### config.mk
export PLATFORM = sky130hd
export DESIGN_NAME = univ_shift_register
export DESIGN_NICKNAME = d
export VERILOG_FILES = /design/src/rtl/univ_shift_register.sv
export SDC_FILE = /design/constraint.sdc
export NUM_CORES = 1
export LEC_CHECK = 0
export ABC_CLOCK_PERIOD_IN_PS = 1810
export CORE_MARGIN = 8
export CORE_UTILIZATION = 25
export CTS_CLUSTER_DIAMETER = 100
export DETAILED_ROUTE_END_ITERATION = 8
export PLACE_DENSITY_LB_ADDON = 0.25
export SLEW_MARGIN = 20
export SYNTH_ARGS = -nofsm -noshare
export SYNTH_HDL_FRONTEND = slang
export SYNTH_SLANG_ARGS = --single-unit
### constraint.sdc
create_clock -name clk -period 1.81 [get_ports clk]
set_input_delay 0.362 -clock clk [delete_from_list [all_inputs] [get_ports clk]]
set_output_delay 0.362 -clock clk [all_outputs]
set_load 0.05 [all_outputs]
### src/rtl/univ_shift_register.sv
// Parametrised universal shift register: parallel load plus five shift modes,
// executing a multi-position shift command one bit per clock.
module univ_shift_register #(
  parameter int WIDTH = 8,
  parameter int AMT_W = 4
) (
  input  logic             clk,
  input  logic             rst,
  input  logic             load,
  input  logic [WIDTH-1:0] data_in,
  input  logic             start,
  input  logic [2:0]       mode,
  input  logic [AMT_W-1:0] amount,
  input  logic             ser_in,
  output logic [WIDTH-1:0] data_out,
  output logic             ser_out,
  output logic             busy,
  output logic             done
);

  // state | meaning
  // IDLE  | accepts load/start; amount=0 starts complete here
  // SHIFT | one step per clock until the latched count runs out
  typedef enum logic {IDLE = 1'b0, SHIFT = 1'b1} state_t;

  state_t           state;
  logic [2:0]       mode_q;
  logic [AMT_W-1:0] cnt;
  logic [WIDTH-1:0] step_data;
  logic             step_ser;

  // Single-position step for the latched mode; reserved modes hold.
  always_comb begin
    step_data = data_out;
    step_ser  = ser_out;
    case (mode_q)
      3'b000: begin
        step_data = {data_out[WIDTH-2:0], ser_in};
        step_ser  = data_out[WIDTH-1];
      end
      3'b001: begin
        step_data = {ser_in, data_out[WIDTH-1:1]};
        step_ser  = data_out[0];
      end
      3'b010: begin
        step_data = {data_out[WIDTH-2:0], data_out[WIDTH-1]};
        step_ser  = data_out[WIDTH-1];
      end
      3'b011: begin
        step_data = {data_out[0], data_out[WIDTH-1:1]};
        step_ser  = data_out[0];
      end
      3'b100: begin
        step_data = {data_out[WIDTH-1], data_out[WIDTH-1:1]};
        step_ser  = data_out[0];
      end
      default: ;
    endcase
  end

  always_ff @(posedge clk) begin
    if (rst) begin
      state    <= IDLE;
      data_out <= '0;
      ser_out  <= 1'b0;
      busy     <= 1'b0;
      done     <= 1'b0;
      mode_q   <= 3'b000;
      cnt      <= '0;
    end else begin
      done <= 1'b0;
      case (state)
        IDLE: begin
          if (load) begin
            data_out <= data_in;
          end else if (start) begin
            if (amount == '0) begin
              done <= 1'b1;
            end else begin
              mode_q <= mode;
              cnt    <= amount;
              busy   <= 1'b1;
              state  <= SHIFT;
            end
          end
        end
        SHIFT: begin
          data_out <= step_data;
          ser_out  <= step_ser;
          cnt      <= cnt - 1'b1;
          if (cnt == AMT_W'(1)) begin
            busy  <= 1'b0;
            done  <= 1'b1;
            state <= IDLE;
          end
        end
        default: state <= IDLE;
      endcase
    end
  end

endmodule
[After elaboration in Yosys (flattened, before gate mapping)]
Cells that the tools add are included.
Word-level totals
  bits in registers: 19
  bits in latches: 0
  RAM bits: 0
  memory bits (read-only): 0
  bits of input ports: 20
  output and inout bits: 11
  memories: 0
Operators by class
  add/sub/neg operators: 1
  multiply operators: 0
  div/mod/pow operators: 0
  $lt $le $gt $ge: 0
  equality and inequality tests: 13
  shift-type cells: 0
  muxes and demuxes: 23
  bitwise gates (word level): 3
  reductions and logical operators: 11
Operators with widths (count)
  $pmux W8 S5: 1
  $pmux W8 S2: 1
  $mux W1: 12
  $mux W4: 3
  $ne A2 B2 Y1 const B: 5
  $mux W8: 1
  $pmux W1 S2: 4
  $pmux W4 S2: 1
  $reduce_and A4 Y1: 2
  $eq A3 B2 Y1 const B: 2
  $ne A6 B1 Y1 const B: 1
  $reduce_and A3 Y1: 2
  $ne A5 B1 Y1 const B: 1
  $eq A4 B1 Y1 const B: 1
  $logic_not A4 Y1: 1
  $reduce_and A2 Y1: 2
  $sub A4 B1 Y4 const B: 1
  $eq A3 B1 Y1 const B: 1
  $eq A3 B3 Y1 const B: 1
  $logic_not A3 Y1: 1
  $not A1 Y1: 3
  $reduce_or A3 Y1: 1
  $ne A2 B1 Y1 const B: 1
  $reduce_bool A2 Y1: 1
  $reduce_or A2 Y1: 1

[Logic depth before layout (Yosys ltp)]
Gate-level depths: netlist of the first run.
  word-level depth: 5
  depth in mapped cells: 6

[Worst setup path after synthesis of the first run]
Ideal clock, no wire load.
  path kind: input port to flip-flop
  start point: input amount[2]
  end point: register mode_q[0]
  library setup time: 0.128 ns
  arrival: 1.354 ns
  required time: 1.682 ns
  setup slack: 0.328 ns
  stages: 5
  path buffers: 1
  cell sequence: or4_4 > and2_4 > buf_6 > mux2i_1 > nor2_1
On the way
  word-level cells in the longest chain between the ends: 3
RTL lines
  start, declared: line 13  | input logic [AMT_W-1:0] amount,
  $logic_not A4 Y1: line 77  | if (amount == '0) begin
  $not A1 Y1 (no source line)
  $reduce_and A4 Y1 (no source line)
  end signal, assigned: line 80  | mode_q <= mode;
  end, declared: line 27  | logic [2:0] mode_q;
No other way between the ends.
A chain may end at the register's enable or synchronous reset.

[Worst setup path in the final report of the first run]
  start point: input amount[2]
  end point: register mode_q[2]
The elaborated chain is that of the path after synthesis.

==> reports/results.tsv, run 1 <==
metric	value	unit
Ports	31	
yosys warns	0	
hold depth	2	
total global routing overflow	0	
Initial Util	25.9	%
VDD IR max	278	µV
commonest non-fill, non-tap cell in the layout	buf_4	
Sequential Power Share	43.0	%
Core Region	4320	µm²
P_int	763	µW
Post-Syn Area	1120	µm²
synthesized area per cell	8.23	µm²
Hold-fix buffers, CTS	0	
Clock Sinks	19	
vias per std cell	5.00	
post-synthesis sequential area ratio	34.0	%
Worst path max stage delay	0.58	ns
worst path cell trace	clkdlybuf4s50_1 > or4_4 > and2_4 > mux2i_1 > nor2_1	
I/O Buffers	30	
routed len/inst	14.1	µm
RSZ-0062 raised after global routing	no	
final hold vios	0	
dpl ws	-0.132	ns
R2R Setup Slk	0.25	ns
outcome	complete, no violations	
CP Capture Type	flop	
cell area after layout	1550	µm²
initial DRC count	48	
cts repair resizes	0	
TritonCTS clock tree	yes	
slowest CP cell	or4_4	
number of flops mapped to enable cells by yosys	0	
Worst-Margin Slew	0.330	ns
Fmax	597	MHz
Mapped Cells	136	
TritonCTS Buffers	3	
Synth Register Bits	19	
CP max FO	4	
root buffer cell	clkbuf_8	
WP data arrival	1.83	ns
Fin Setup TNS	0	ns
period utilization	92.5	%
max cap viols	0	
crit path launch type	input pin	
Max-slew headroom	77.9	%
crit path time final	1.67	ns
worst skew pair latency	0.26	ns
maximum buffer depth of the clock tree	2	
R2R Path End	data_out[2]	
final worst setup slack	0.135	ns
Die Ht	82.9	µm
clock transition at the registers of the reported paths	0.08	ns
combinational share of power	30.1	%
commonest non-fill, non-tap cells in the layout	24 x buf_4, 19 x dfxtp_1, 19 x clkdlybuf4s50_1, 16 x nand2_1, 16 x nor2_1	
DRC	0	
initial antenna violation count	0	
layout cells sized above 1	22.5	%
Switch Pwr	387	µW
Clock H-tree levels	1	
Final Util	35.8	%
Leak Pwr	0.000615	µW
first-pass GRT wire length	5.55	mm
Die Wd	82.9	µm
post-synth cell types	38	
DP HPWL	2.39	mm
die area	6880	µm²
Req. time, crit path	1.96	ns
final antenna-violating net count	0	
Setup Skew	0.00217	ns
Syn Nets	158	
largest area contributor in the netlist	dfxtp_1	
Net Sw Frac	33.7	%
kind of critical path	in2reg	
Worst Reg2Reg Path Length in Cells	5	
Pwr Density	744	nW/µm²
placed cell area	1500	µm²
total track usage	9.34	%
ANT cells	0	
Vias	1126	
vias in the first global route	1219	
row cnt	24	
Hold Crit Class	reg2reg	
worst hold path startpoint	cnt[1]	
TritonRoute pass-1 iters	4	
Post CTS Setup Buffer Count	0	
largest net degree at the start of global routing	20	
worst r2r src	mode_q[2]	
Placer Congestion	0.823	
share of total power in the clock network	26.9	%
fin nets	196	
Area contributors post-synth	dfxtp_1 34%, nand2_1 5.4%, nor2_1 5.4%	
max-slew violation count	0	
Async SR Flop Fraction	0	%
tightest hold margin	0.489	ns
setup violators final	0	
Hold Path End	cnt[1]	
dominant synthesized flop cell	dfxtp_1	
area share of the largest cell type after synthesis	34.0	%
total wire length	3.18	mm
Area Overhead vs Synth	38.1	%
[synth_stat cells, types with 3 or more instances]
cell type and count:
nand2_1 16, o21ai_1 4, a21boi_0 4, dfxtp_1 19, a311oi_1 6, a211oi_1 5
nor2b_1 3, mux2_2 4, and3_1 4, clkbuf_1 5, a21oi_1 7, nor2_1 16
inv_1 3, o21ai_0 7, mux2i_1 5
[worst max path at each step]
stage / start / end / cells after the start
2_1_floorplan: amount[2] / mode_q[0] / 5
3_3_place_gp: amount[2] / mode_q[1] / 5
3_5_place_dp: amount[2] / mode_q[2] / 5
4_1_cts: mode_q[2] / data_out[2] / 5
5_1_grt: mode_q[2] / data_out[2] / 5
6_report: amount[2] / mode_q[2] / 5
[logic make-up (layout without fill, tap and decap cells)]
family	after synthesis	after routing	synth area share, %
fa+ha+maj	2	2	2.23
mux	9	9	8.49
buf+inv	13	50	5.92
simple gates	50	50	22.5
flops	19	19	34.0
compound gates	41	41	25.4
xor+xnor	2	2	1.56
[routing by layer]
| layer | routed length, µm | GRT usage [%] |
|---|---|---|
| met2 | 1390 | 15.0 |
| met4 | 21 | 2.08 |
| met5 | 0 | 0 |
| met3 | 240 | 3.61 |
| met1 | 1530 | 11.4 |
[cell type report]
cell class	count	area [µm²]
fill	469	2780
multi-input combinational	104	673
sequential	19	380
timing repair buffer	43	370
tap	52	65.1
clock buffer	3	41.3
inverter	3	11.3
clock inverter	1	5.00
[worst max-delay path, delay by kind of cell]
| kind | cells | cell delay (ns) |
|---|---|---|
| AND/OR/NAND/NOR | 3 | 0.84 |
| buffers and inverters | 1 | 0.45 |
| multiplexers | 1 | 0.17 |
[power groups by stage]
stage               registers [µW]  logic, µW  clock network, µW
CTS                            494        349                319
global placement               503        341                  0
floorplan                      564        155                  0
finish                         495        346                310
detailed placement             504        347                  0
global route                   502        377                338
[sequential cells by signal (all words and copies together), names as in the netlist]
| register | cells |
|---|---|
| data_out | 8 |
| cnt | 4 |
| mode_q | 3 |
| busy | 1 |
| done | 1 |
| ser_out | 1 |
| state | 1 |
[per-stage QoR]
stage	cells	power [µW]
after detailed placement	221	852
after CTS	225	1160
after floorplan	136	719
after global routing	225	1220
after global placement	221	844
final	225	1150
No activity file was read; power rests on OpenSTA's default activity.
==> run 2: changes to the inputs <==
- ABC_CLOCK_PERIOD_IN_PS: 1810 -> 1500
- clock period: 1.81 -> 1.5 ns (I/O delays scaled with it)
==> run 2 against run 1 <==
  * Die area unchanged
  * Register-to-register slack worse by 0.12 ns
  * Wire length down 0.13%
  * Global-route usage up 0.40 points
  * Sequential share of layout area down 2.0 points
  * Sequential cell count unchanged
  * Clock skew up 0.0049 ns
  * Clock power up 18%
  * Largest power group unchanged
  * Highest routed layer unchanged
==> reports/results.tsv, run 2 (synthesis gave the netlist of run 1 again) <==
metric	value	unit	change
outcome	complete, no violations		
worst path cell trace	clkdlybuf4s50_1 > nor2b_1 > a21oi_4 > a221oi_1 > nor2_1		
Ports	31		unchanged
final antenna-violating net count	0		unchanged
clock transition at the registers of the reported paths	0.08	ns	about the same
Req. time, crit path	1.65	ns	-0.31 ns
routed len/inst	14.2	µm	+0.32%
DRC	0		unchanged
CP max FO	5		+1
Die Wd	82.9	µm	unchanged
Placer Congestion	0.797		-3.2%
cell area after layout	1700	µm²	+9.6%
Core Region	4320	µm²	unchanged
Clock H-tree levels	1		unchanged
Leak Pwr	0.000664	µW	+8.0%
placed cell area	1640	µm²	+9.5%
Hold-fix buffers, CTS	0		unchanged
vias in the first global route	1194		-2.1%
share of total power in the clock network	25.1	%	-1.8 points
initial DRC count	30		-38%
total track usage	9.74	%	+0.40 points
Area Overhead vs Synth	51.4	%	
Worst-Margin Slew	0.316	ns	-0.0143 ns
first-pass GRT wire length	5.69	mm	+2.5%
Clock Sinks	19		unchanged
max-slew violation count	0		unchanged
area of the multi-input gates	679	µm²	+0.93%
initial antenna violation count	0		unchanged
RSZ-0062 raised after global routing	no		
kind of critical path	in2reg		
Vias	1116		-0.89%
DP HPWL	2.39	mm	+0.16%
Net Sw Frac	32.4	%	-1.3 points
largest register by flop count	data_out		
# fillers	443		-5.5%
TritonCTS Buffers	3		unchanged
worst skew pair latency	0.26	ns	about the same
CP top delay family	buffers and inverters		
TritonCTS clock tree	yes		
sequential cell area	383	µm²	+0.66%
max reg flops	8		unchanged
Buf/Inv on CP	1		unchanged
WP data arrival	1.57	ns	-0.26 ns
crit path time final	1.42	ns	
CP Capture Type	flop		
Fin Setup TNS	0	ns	unchanged
period utilization	94.5	%	
R2R Setup Slk	0.13	ns	-0.12 ns
crit path launch type	input pin		
root buffer cell	clkbuf_8		
Fmax	706	MHz	
largest net degree at the start of global routing	20		unchanged
Worst path max stage delay	0.47	ns	-0.11 ns
commonest non-fill, non-tap cell in the layout	dfxtp_1		
I/O Buffers	30		unchanged
row cnt	24		unchanged
Sequential Power Share	41.5	%	-1.5 points
fin nets	195		-0.51%
vias per std cell	4.98		-0.45%
Regs by FF count	data_out: 8 flops, cnt: 4 flops, mode_q: 3 flops		
combinational share of power	33.4	%	+3.3 points
Pwr Density	860	nW/µm²	+16%
total global routing overflow	0		unchanged
Die Ht	82.9	µm	unchanged
layout cells sized above 1	23.8	%	+1.3 points
commonest non-fill, non-tap cells in the layout	17 x dfxtp_1, 16 x nand2_1, 15 x nor2_1, 15 x clkdlybuf4s50_1, 12 x buf_12		
Hold Crit Class	in2reg		
TritonRoute pass-1 iters	4		unchanged
Post CTS Setup Buffer Count	0		unchanged
slowest CP cell	clkdlybuf4s50_1		
setup violators final	0		unchanged
ANT cells	0		unchanged
Switch Pwr	472	µW	+22%
Max-slew headroom	78.9	%	+0.99 points
total wire length	3.18	mm	-0.13%
Setup Skew	0.00703	ns	+0.00485 ns
P_int	986	µW	+29%
Initial Util	25.9	%	unchanged
VDD IR max	359	µV	+29%
max cap viols	0		unchanged
final hold vios	0		unchanged
die area	6880	µm²	unchanged
maximum buffer depth of the clock tree	2		unchanged
## run 2: changes by cell type in the layout (fill, tap and decap cells not counted), moves of 2 or more
cell,previous run,this run
buf_4,24,11
clkdlybuf4s50_1,19,15
dfxtp_1,19,17
dlygate4sd2_1,0,3
dfxtp_2,0,2
buf_12,0,12
## run 2: path summary, 6_finish.rpt
path | depth (start not counted) | startpoint | to
worst max register to register | 4 | mode_q[2] | data_out[2]
worst min register to register | 2 | cnt[1] | cnt[1]
worst min-delay path | 4 | amount[2] | done
worst max-delay path | 5 | start | cnt[2]
## run 2: through the flow
step                      hold WS, ns  setup slack (ns)  total power, µW  utilization [%]  std cells
after floorplan                 0.436            0.0237              868                -        136
after global placement          0.473            -0.304             1090             38.0        220
after detailed placement        0.464            -0.343             1100             38.0        220
after CTS                       0.474           0.00746             1480             38.9        224
after global routing            0.448           0.00589             1560             39.2        224
final                           0.414            0.0830             1460             39.2        224
## run 2: area by class of cell
| type | instances | area share, % |
|---|---|---|
| Clock buffer | 4 | 2.66 |
| Tap cell | 52 | 3.84 |
| Timing Repair Buffer | 42 | 30.2 |
| Multi-Input combinational cell | 104 | 40.1 |
| Sequential cell | 19 | 22.6 |
| Inverter | 3 | 0.664 |
## run 2: worst reg2reg max path: stages, from the launching register on
cell	delay (ns)
dfxtp_1	0.35
or2_1	0.34
a21boi_0	0.19
o21ai_0	0.12
a311oi_1	0.28
## run 2: repair_timing
action,in CTS,in global routing
resized for setup,3,6
pin swaps,3,2
setup endpoints to repair,7,10
## run 2: power groups by stage
stage / logic (µW) / registers [µW] / clock network (µW)
floorplan: 188 / 680 / 0
finish: 486 / 605 / 366
CTS: 489 / 604 / 385
detailed placement: 490 / 615 / 0
global placement: 482 / 613 / 0
global route: 529 / 613 / 416
## run 2: layer usage
metal,global-route usage (%),vias up,wire [µm],share of wire (%)
met1,12.3,505,1530,48
met5,0,-,0,0
met3,3.61,2,263,8.3
li1,-,560,-,-
met2,14.9,49,1370,43
met4,2.88,0,13,0.41
